$ cat config.mk
export PLATFORM = sky130hd
export DESIGN_NAME = float_signed_to_float_pipe
export DESIGN_NICKNAME = d
export VERILOG_FILES = /design/src/rtl/float_signed_to_float_pipe.sv
export SDC_FILE = /design/constraint.sdc
export NUM_CORES = 1
export LEC_CHECK = 0
export CORE_ASPECT_RATIO = 1.4
export CORE_UTILIZATION = 50
export DETAILED_ROUTE_END_ITERATION = 8
export PLACE_DENSITY = 0.76
export SYNTH_ARGS = -nofsm -noshare
export SYNTH_HDL_FRONTEND = slang
export SYNTH_SLANG_ARGS = --single-unit
export TNS_END_PERCENT = 50
$ cat constraint.sdc
create_clock -name clock -period 4.5 [get_ports clock]
set_clock_uncertainty 0.05 [all_clocks]
set_input_delay 1.35 -clock clock [delete_from_list [all_inputs] [get_ports clock]]
set_output_delay 1.35 -clock clock [all_outputs]
set_load 0.02 [all_outputs]
$ cat src/rtl/float_signed_to_float_pipe.sv
// Converts a sign / two's-complement exponent / fraction triple into an IEEE-style
// float. Two stages: align + guard/round/sticky extraction, then round, normalize, pack.
module float_signed_to_float_pipe #(
  parameter int SIGNED_EXP  = 6,
  parameter int SIGNED_FRAC = 11,
  parameter int EXP         = 8,
  parameter int FRAC        = 23,
  parameter int DENORMALS   = 1
) (
  input  logic                          clock,
  input  logic                          reset,
  input  logic                          in_valid,
  output logic                          in_ready,
  input  logic                          in_sign,
  input  logic signed [SIGNED_EXP-1:0]  in_exp,
  input  logic        [SIGNED_FRAC-1:0] in_frac,
  input  logic                          in_isZero,
  input  logic                          in_isInf,
  output logic                          out_valid,
  input  logic                          out_ready,
  output logic        [EXP+FRAC:0]      out_data,
  output logic        [15:0]            ovf_count,
  output logic        [15:0]            unf_count
);
  localparam int BW    = ((SIGNED_EXP > EXP) ? SIGNED_EXP : EXP) + 2;
  localparam int EXT   = (SIGNED_FRAC > FRAC) ? SIGNED_FRAC - FRAC : 0;
  localparam int XW    = FRAC + 3 + EXT;
  localparam int SHMAX = FRAC + 3;
  localparam int YW    = XW + SHMAX;
  localparam int SHW   = $clog2(SHMAX + 1);

  localparam logic        [BW-1:0]  BIAS   = BW'((1 << (EXP - 1)) - 1);
  localparam logic signed [BW-1:0]  MAXE   = BW'((1 << EXP) - 1);
  localparam logic signed [BW-1:0]  ONE    = BW'(1);
  localparam logic signed [BW-1:0]  SH_LIM = BW'(SHMAX);
  localparam logic        [SHW-1:0] SH_CAP = SHW'(SHMAX);

  typedef struct packed {
    logic          sign;
    logic          zero;
    logic          inf;
    logic          tiny;
    logic [BW-1:0] exp;
    logic [FRAC:0] mant;
    logic          g;
    logic          r;
    logic          st;
  } s1_t;

  logic                    s1_valid_q, s1_valid_d, s2_valid_q, s2_valid_d;
  logic                    s1_advance, accept, load2;
  s1_t                     s1_q, s1_d;
  logic [EXP+FRAC:0]       out_data_q, out_data_d;
  logic [15:0]             ovf_count_q, ovf_count_d, unf_count_q, unf_count_d;

  assign s1_advance = !s2_valid_q || out_ready;
  assign in_ready   = !s1_valid_q || s1_advance;
  assign accept     = in_valid && in_ready;
  assign load2      = s1_valid_q && s1_advance;

  assign out_valid  = s2_valid_q;
  assign out_data   = out_data_q;
  assign ovf_count  = ovf_count_q;
  assign unf_count  = unf_count_q;

  // Stage 1: bias the exponent and pre-shift tiny values so that stage 2 only rounds.
  logic signed [BW-1:0] b1, diff;
  logic                 tiny;
  logic [SHW-1:0]       sh;
  logic [XW-1:0]        x;
  logic [YW-1:0]        y;

  always_comb begin
    b1   = $signed({{(BW-SIGNED_EXP){in_exp[SIGNED_EXP-1]}}, in_exp} + BIAS);
    diff = ONE - b1;
    tiny = b1[BW-1] || (b1 == '0);
    sh   = '0;
    if (tiny && DENORMALS != 0)
      sh = (diff > SH_LIM) ? SH_CAP : diff[SHW-1:0];
    // Significand with hidden one sits at the top; a capped shift still leaves it in sticky.
    x = {1'b1, in_frac, {(XW-SIGNED_FRAC-1){1'b0}}};
    y = {x, {SHMAX{1'b0}}} >> sh;

    s1_valid_d = s1_valid_q;
    s1_d       = s1_q;
    if (in_ready) s1_valid_d = in_valid;
    if (accept) begin
      s1_d.sign = in_sign;
      s1_d.zero = in_isZero;
      s1_d.inf  = in_isInf;
      s1_d.tiny = tiny;
      s1_d.exp  = b1;
      s1_d.mant = y[YW-1 -: FRAC+1];
      s1_d.g    = y[YW-FRAC-2];
      s1_d.r    = y[YW-FRAC-3];
      s1_d.st   = |y[YW-FRAC-4:0];
    end
  end

  // Stage 2: round to nearest even, fix up exponent on carry, classify and pack.
  logic                 rnd, ovf_hit, unf_hit;
  logic [FRAC+1:0]      sum;
  logic signed [BW-1:0] en;
  logic [FRAC-1:0]      fr;
  logic [EXP+FRAC:0]    res;

  always_comb begin
    rnd     = s1_q.g & (s1_q.r | s1_q.st | s1_q.mant[0]);
    sum     = {1'b0, s1_q.mant} + {{(FRAC+1){1'b0}}, rnd};
    en      = s1_q.exp;
    fr      = sum[FRAC-1:0];
    ovf_hit = 1'b0;
    unf_hit = 1'b0;
    if (s1_q.tiny) begin
      en = sum[FRAC] ? ONE : '0;
    end else if (sum[FRAC+1]) begin
      en = s1_q.exp + ONE;
      fr = '0;
    end

    if (s1_q.inf) begin
      res = {s1_q.sign, {EXP{1'b1}}, {FRAC{1'b0}}};
    end else if (s1_q.zero) begin
      res = {s1_q.sign, {(EXP+FRAC){1'b0}}};
    end else if (s1_q.tiny && (DENORMALS == 0 || (en == '0 && fr == '0))) begin
      res     = {s1_q.sign, {(EXP+FRAC){1'b0}}};
      unf_hit = 1'b1;
    end else if (en >= MAXE) begin
      res     = {s1_q.sign, {EXP{1'b1}}, {FRAC{1'b0}}};
      ovf_hit = 1'b1;
    end else begin
      res = {s1_q.sign, en[EXP-1:0], fr};
    end

    s2_valid_d  = s1_advance ? s1_valid_q : s2_valid_q;
    out_data_d  = load2 ? res : out_data_q;
    ovf_count_d = ovf_count_q;
    unf_count_d = unf_count_q;
    if (load2 && ovf_hit && ovf_count_q != 16'hFFFF) ovf_count_d = ovf_count_q + 16'd1;
    if (load2 && unf_hit && unf_count_q != 16'hFFFF) unf_count_d = unf_count_q + 16'd1;
  end

  always_ff @(posedge clock) begin
    if (reset) begin
      s1_valid_q  <= 1'b0;
      s2_valid_q  <= 1'b0;
      out_data_q  <= '0;
      ovf_count_q <= '0;
      unf_count_q <= '0;
    end else begin
      s1_valid_q  <= s1_valid_d;
      s2_valid_q  <= s2_valid_d;
      out_data_q  <= out_data_d;
      ovf_count_q <= ovf_count_d;
      unf_count_q <= unf_count_d;
    end
  end

  always_ff @(posedge clock) s1_q <= s1_d;

endmodule

# Yosys cells after proc, flatten, opt, wreduce, memory -nomap -nowiden
# Index checks and enable logic that the tools add are counted.
[classes]
add_sub_neg = 6
order_cmp = 2
eq_ne = 2
shift = 1
n_mux = 18
bitwise_logic = 3
reduce_logical = 17
[op_table]
columns = ["cell", "count"]
rows = [
  ["two-way mux 31 bit", 4],
  ["right shift 52 x 5 -> 52 bit", 1],
  ["two-way mux 23 bit", 2],
  ["adder 16 x 1 -> 16 bit (second input constant)", 2],
  ["!= test 16 bit (second input constant)", 2],
  ["OR reduction 26 bit", 1],
  ["adder 24 x 1 -> 25 bit", 1],
  ["logical NOT 23 bit", 1],
  ["logical NOT 10 bit", 2],
  ["two-way mux 10 bit", 2],
  ["adder 10 x 1 -> 10 bit (second input constant)", 1],
  [">= comparator 10 x 9 -> 1 bit (second input constant)", 1],
  ["> comparator 10 x 6 -> 1 bit (second input constant)", 1],
  ["two-way mux 5 bit", 2],
  ["subtractor 2 x 9 -> 10 bit (first input constant)", 1],
  ["adder 6 x 8 -> 9 bit (second input constant)", 1],
  ["logical AND 1 bit", 8],
  ["two-way mux 1 bit", 8],
  ["logical OR 1 bit", 3],
  ["logical NOT 1 bit", 2],
  ["OR 1 bit", 2],
  ["AND 1 bit", 1],
]
[totals]
reg_bits = 106
inputBits = 24
out_inout_bits = 66
word_cells = 63

# Longest topological paths before layout
[depth]
ltp_word = 14
depth_mapped = 13
depth_no_buf = 10

# Worst setup path before layout
# OpenSTA, ideal clock, no wires.
[synth_timing]
path_kind = "register to register"
startpoint = "register s1_q[3] in the netlist's numbering"
endpoint = "register unf_count_q[3] (netlist: unf_count[3])"
setup_ps = 71
t_arrival_ps = 3162
required_ps = 4379
path_slack_ps = 1217
stages_incl_launch_ff = 12
n_path_buf = 1
synth_period_minus_slack_ps = 3283
path_cell_list = "edfxtp_1 and2_1 ha_1 and4_1 buf_2 nand2_1 or4b_2 a311oi_1 and4_1 o211ai_1 or4b_2 a21oi_1"
[synth_between]
elab_chain_len = 13
word_cells_on_any_way = 17
cone_classes = "add/sub (1); mux (8); bitwise (2); reduce/logical (6)"
[synth_rtl]
columns = ["element", "line", "text"]
rows = [
  ["from (decl)", "52", "s1_t s1_q, s1_d;"],
  ["from (signal assigned)", "159", "always_ff @(posedge clock) s1_q <= s1_d;"],
  ["OR 1 bit", "108", "rnd = s1_q.g & (s1_q.r | s1_q.st | s1_q.mant[0]);"],
  ["AND 1 bit", "108", ""],
  ["adder 24 x 1 -> 25 bit (*)", "109", "sum = {1'b0, s1_q.mant} + {{(FRAC+1){1'b0}}, rnd};"],
  ["two-way mux 23 bit, or another cell as far along", "116", "end else if (sum[FRAC+1]) begin"],
  ["two-way mux 23 bit or two-way mux 10 bit (tied branches)", "114", "if (s1_q.tiny) begin"],
  ["logical NOT 23 bit or logical NOT 10 bit (tied branches)", "125", "end else if (s1_q.tiny && (DENORMALS == 0 || (en == '0 && fr == '0))) begin"],
  ["logical AND 1 bit (*) (2 in a row)", "125", ""],
  ["two-way mux 1 bit (*)", "125", ""],
  ["two-way mux 1 bit (*)", "123", "end else if (s1_q.zero) begin"],
  ["two-way mux 1 bit (*)", "121", "if (s1_q.inf) begin"],
  ["logical AND 1 bit (*) (2 in a row)", "140", "if (load2 && unf_hit && unf_count_q != 16'hFFFF) unf_count_d = unf_count_q + 16'd1;"],
  ["to (signal assigned)", "155", "unf_count_q <= unf_count_d;"],
  ["to (decl)", "54", "logic [15:0] ovf_count_q, ovf_count_d, unf_count_q, unf_count_d;"],
]
# Mark *: on every way between the ends. The rest lies on a longest branch, timed or not.
# A chain may end at the register's enable or synchronous reset.

# Worst setup path after layout
[layout_timing]
startpoint = "input out_ready"
endpoint = "output in_ready"
[layout_between]
elab_chain_len = 2
[layout_rtl]
columns = ["element", "line", "text"]
rows = [
  ["from (decl)", "20", "input logic out_ready,"],
  ["logical OR 1 bit", "56", "assign s1_advance = !s2_valid_q || out_ready;"],
  ["logical OR 1 bit", "57", "assign in_ready = !s1_valid_q || s1_advance;"],
  ["to (decl)", "13", "output logic in_ready,"],
]
# Every way passes these cells.

==> results.cfg <==
[clock_network]
clk_pin_slew_ns = 0.07
cts-resized-gates = 0
worstSkewPairLatency_ns = 0.35
cts_setup_buffers = 0
cts-root-buf = clkbuf_16
cts_tree = yes
ctsHoldBuffers = 0
cts_sinks = 105
clockBufferDepth = 2
cts_made_buffers = 9
cts_htree_levels = 3

[synthesis]
syn_inst = 574
syn_area_per_cell_sq_um = 9.199
synth_seq_cells = 105
synth.yosys.seq_area_share_pct = 47.20
async_flop_share_pct = 0
synth_cell_type_count = 58
synth_warnings = 0
synthFlopType = dfxtp_1
synth_edf_count = 39
syn_area_sq_um = 5280

[setup_path]
r2r-start = s1_q[3]$_DFFE_PP_
crit_path_end_kind = output pin
worstPathMaxFanout = 5
start_kind = primary input
endpoint = in_ready
startpoint = out_ready
cp.arrival_ns = 2.66
r2r_setup_slack_ns = 0.52
timing_worst_setup_path_type = in2out
worst_r2r_endpoint = unf_count[11]$_SDFFE_PP0P_
reg2regPathDepth = 11
cp.required_ns = 3.10

[power_and_ir_drop]
p_per_area_nw_per_um2 = 300.5
leakagePower_nw = 2.172
peakVddDrop_v = 0.0002345
swShare_pct = 24.43
p_sw_uw = 482.6
power_frac_seq_pct = 53.6
clock_power_share_pct = 38.1
p_int_mw = 1.493
power_frac_comb_pct = 8.3

[global_routing]
grt_max_degree = 50
grt_overflow = 0
grt_pass1_vias = 4359
grt_use_total_pct = 24.66
antenna_found_initial = 0
grt_pass1_wl_um = 20530

[place]
place_area_sq_um = 6290
gp_congestion = 0.8501
dp_hpwl_um = 9568
dp_slack_ns = 0.4350
portBuffers = 89

[sta]
post-route-period-util_pct = 90.19
setup_viol = 0
finalMaxSlewViolations = 0
max_freq_ghz = 0.2464
period_needed_ns = 4.059
hold_viol_final = 0
hold_slack_ns = 0.4092
setup-tns-final_ns = 0
rsz0062_at_grt = no
final_critical_path_setup_slack_ns = 0.4413
relSlewSlack_pct = 44.34
max_slew.worst_pin.slew_ns = 0.8318

[finish]
most-common-layout-cells = 89 x clkdlybuf4s50_1, 66 x dfxtp_1, 54 x nand2_1
design_area_sq_um = 6575
finalCoreUtilization_pct = 63.87
areaGrowthSynthToFinish_pct = 24.53
drive_above_1_share_pct = 6.203
final_common_cell = clkdlybuf4s50_1
nets = 685
n_antenna_cell = 0

[die]
die_height_um = 123.6
start_util_pct = 51.29
io-pin-count = 90
core_region_area_sq_um = 10290
die-area_sq_um = 10980
num_rows = 44
die_w_um = 88.85

[detailed_routing]
viasPerCell = 5.718
num_vias = 4569
routedWlPerCell_um = 16.04
ant_nets = 0
drt_first_pass_iters = 4
wirelength_um = 12810
drt_iter0_drc = 219
drc = 0

[hold_path]
hp-class = reg2reg

[run]
maxCapViolations = 0

[outcome]
status = finished, final reports clean
worst min-delay path by stage:
stage / startpoint / endpoint / cells past startpoint
final: out_data[1]$_SDFFE_PP0P_ / out_data[1]$_SDFFE_PP0P_ / 2
after global routing: out_data[15]$_SDFFE_PP0P_ / out_data[15]$_SDFFE_PP0P_ / 2
after CTS: out_data[15]$_SDFFE_PP0P_ / out_data[15]$_SDFFE_PP0P_ / 2
after detailed placement: out_data[15]$_SDFFE_PP0P_ / out_data[15]$_SDFFE_PP0P_ / 2
after global placement: out_data[15]$_SDFFE_PP0P_ / out_data[15]$_SDFFE_PP0P_ / 2
after floorplan: s1_q[40]$_DFFE_PP_ / out_data[31]$_SDFFE_PP0P_ / 2
cell usage after synthesis (all sizes together) (13+ instances only):
cell    number  area [sq um]
nor3        29         165.2
clkbuf      31         116.4
nand2       54         202.7
xnor2       30         262.8
nand4       19         125.1
nor4        13         81.33
dfxtp       66          1321
nand3       20         100.1
a21oi       27         135.1
o21ai       25         125.1
nor2        42         157.7
inv         14         52.55
edfxtp      39          1171
routing by layer:
layer  track usage, %  share of wire (%)  wire [um]
met1            28.31                 40       5085
met2            44.38                 53       6748
met3            4.838                5.2        669
met4            9.778                2.4        310
met5                0                  0          0
cell families after synthesis:
logic type | after synthesis | synth area share, %
DFF | 105 | 47.20
muxes | 3 | 0.5924
other | 2 | 0.1422
AOI/OAI and AO/OA | 107 | 13.32
buffers and inverters | 57 | 4.502
adders and majority gates | 5 | 1.185
xor gates and xnor gates | 42 | 6.967
and+or+nand+nor | 253 | 26.09
power groups by stage:
stage | Clock, mW | Combinational [mW] | Sequential (mW)
after CTS | 0.770 | 0.165 | 1.06
final | 0.752 | 0.165 | 1.06
after detailed placement | 0 | 0.164 | 1.08
after global routing | 0.807 | 0.182 | 1.06
after global placement | 0 | 0.161 | 1.08
after floorplan | 0 | 0.0993 | 1.07
final cells by class:
class	instances	area (sq um)
well taps	138	172.7
multi-input cells	427	2606
inverters	14	52.55
clock buffers	10	239.0
fillers	905	3720
repair buffers	99	965.9
flip-flops and latches	105	2492
clock inverters	6	46.29
per-stage QoR:
step	power (mW)	std cells
4_1_cts	1.993	799
6_report	1.976	799
5_1_grt	2.052	799
3_5_place_dp	1.244	783
3_3_place_gp	1.238	783
2_1_floorplan	1.171	589
registers in the layout, indices dropped and copies added, names as in the netlist:
| register | flops |
|---|---|
| s1_q | 39 |
| ovf_count | 16 |
| out_data | 32 |
| unf_count | 16 |
| s1_valid_q | 1 |
| out_valid | 1 |
worst max-delay path, stage by stage:
cell and delay (ns):
clkdlybuf4s50_1 0.40, nor2b_1 0.26, nand2_1 0.11, clkdlybuf4s50_1 0.54
Power figures use the tool's default switching activity.
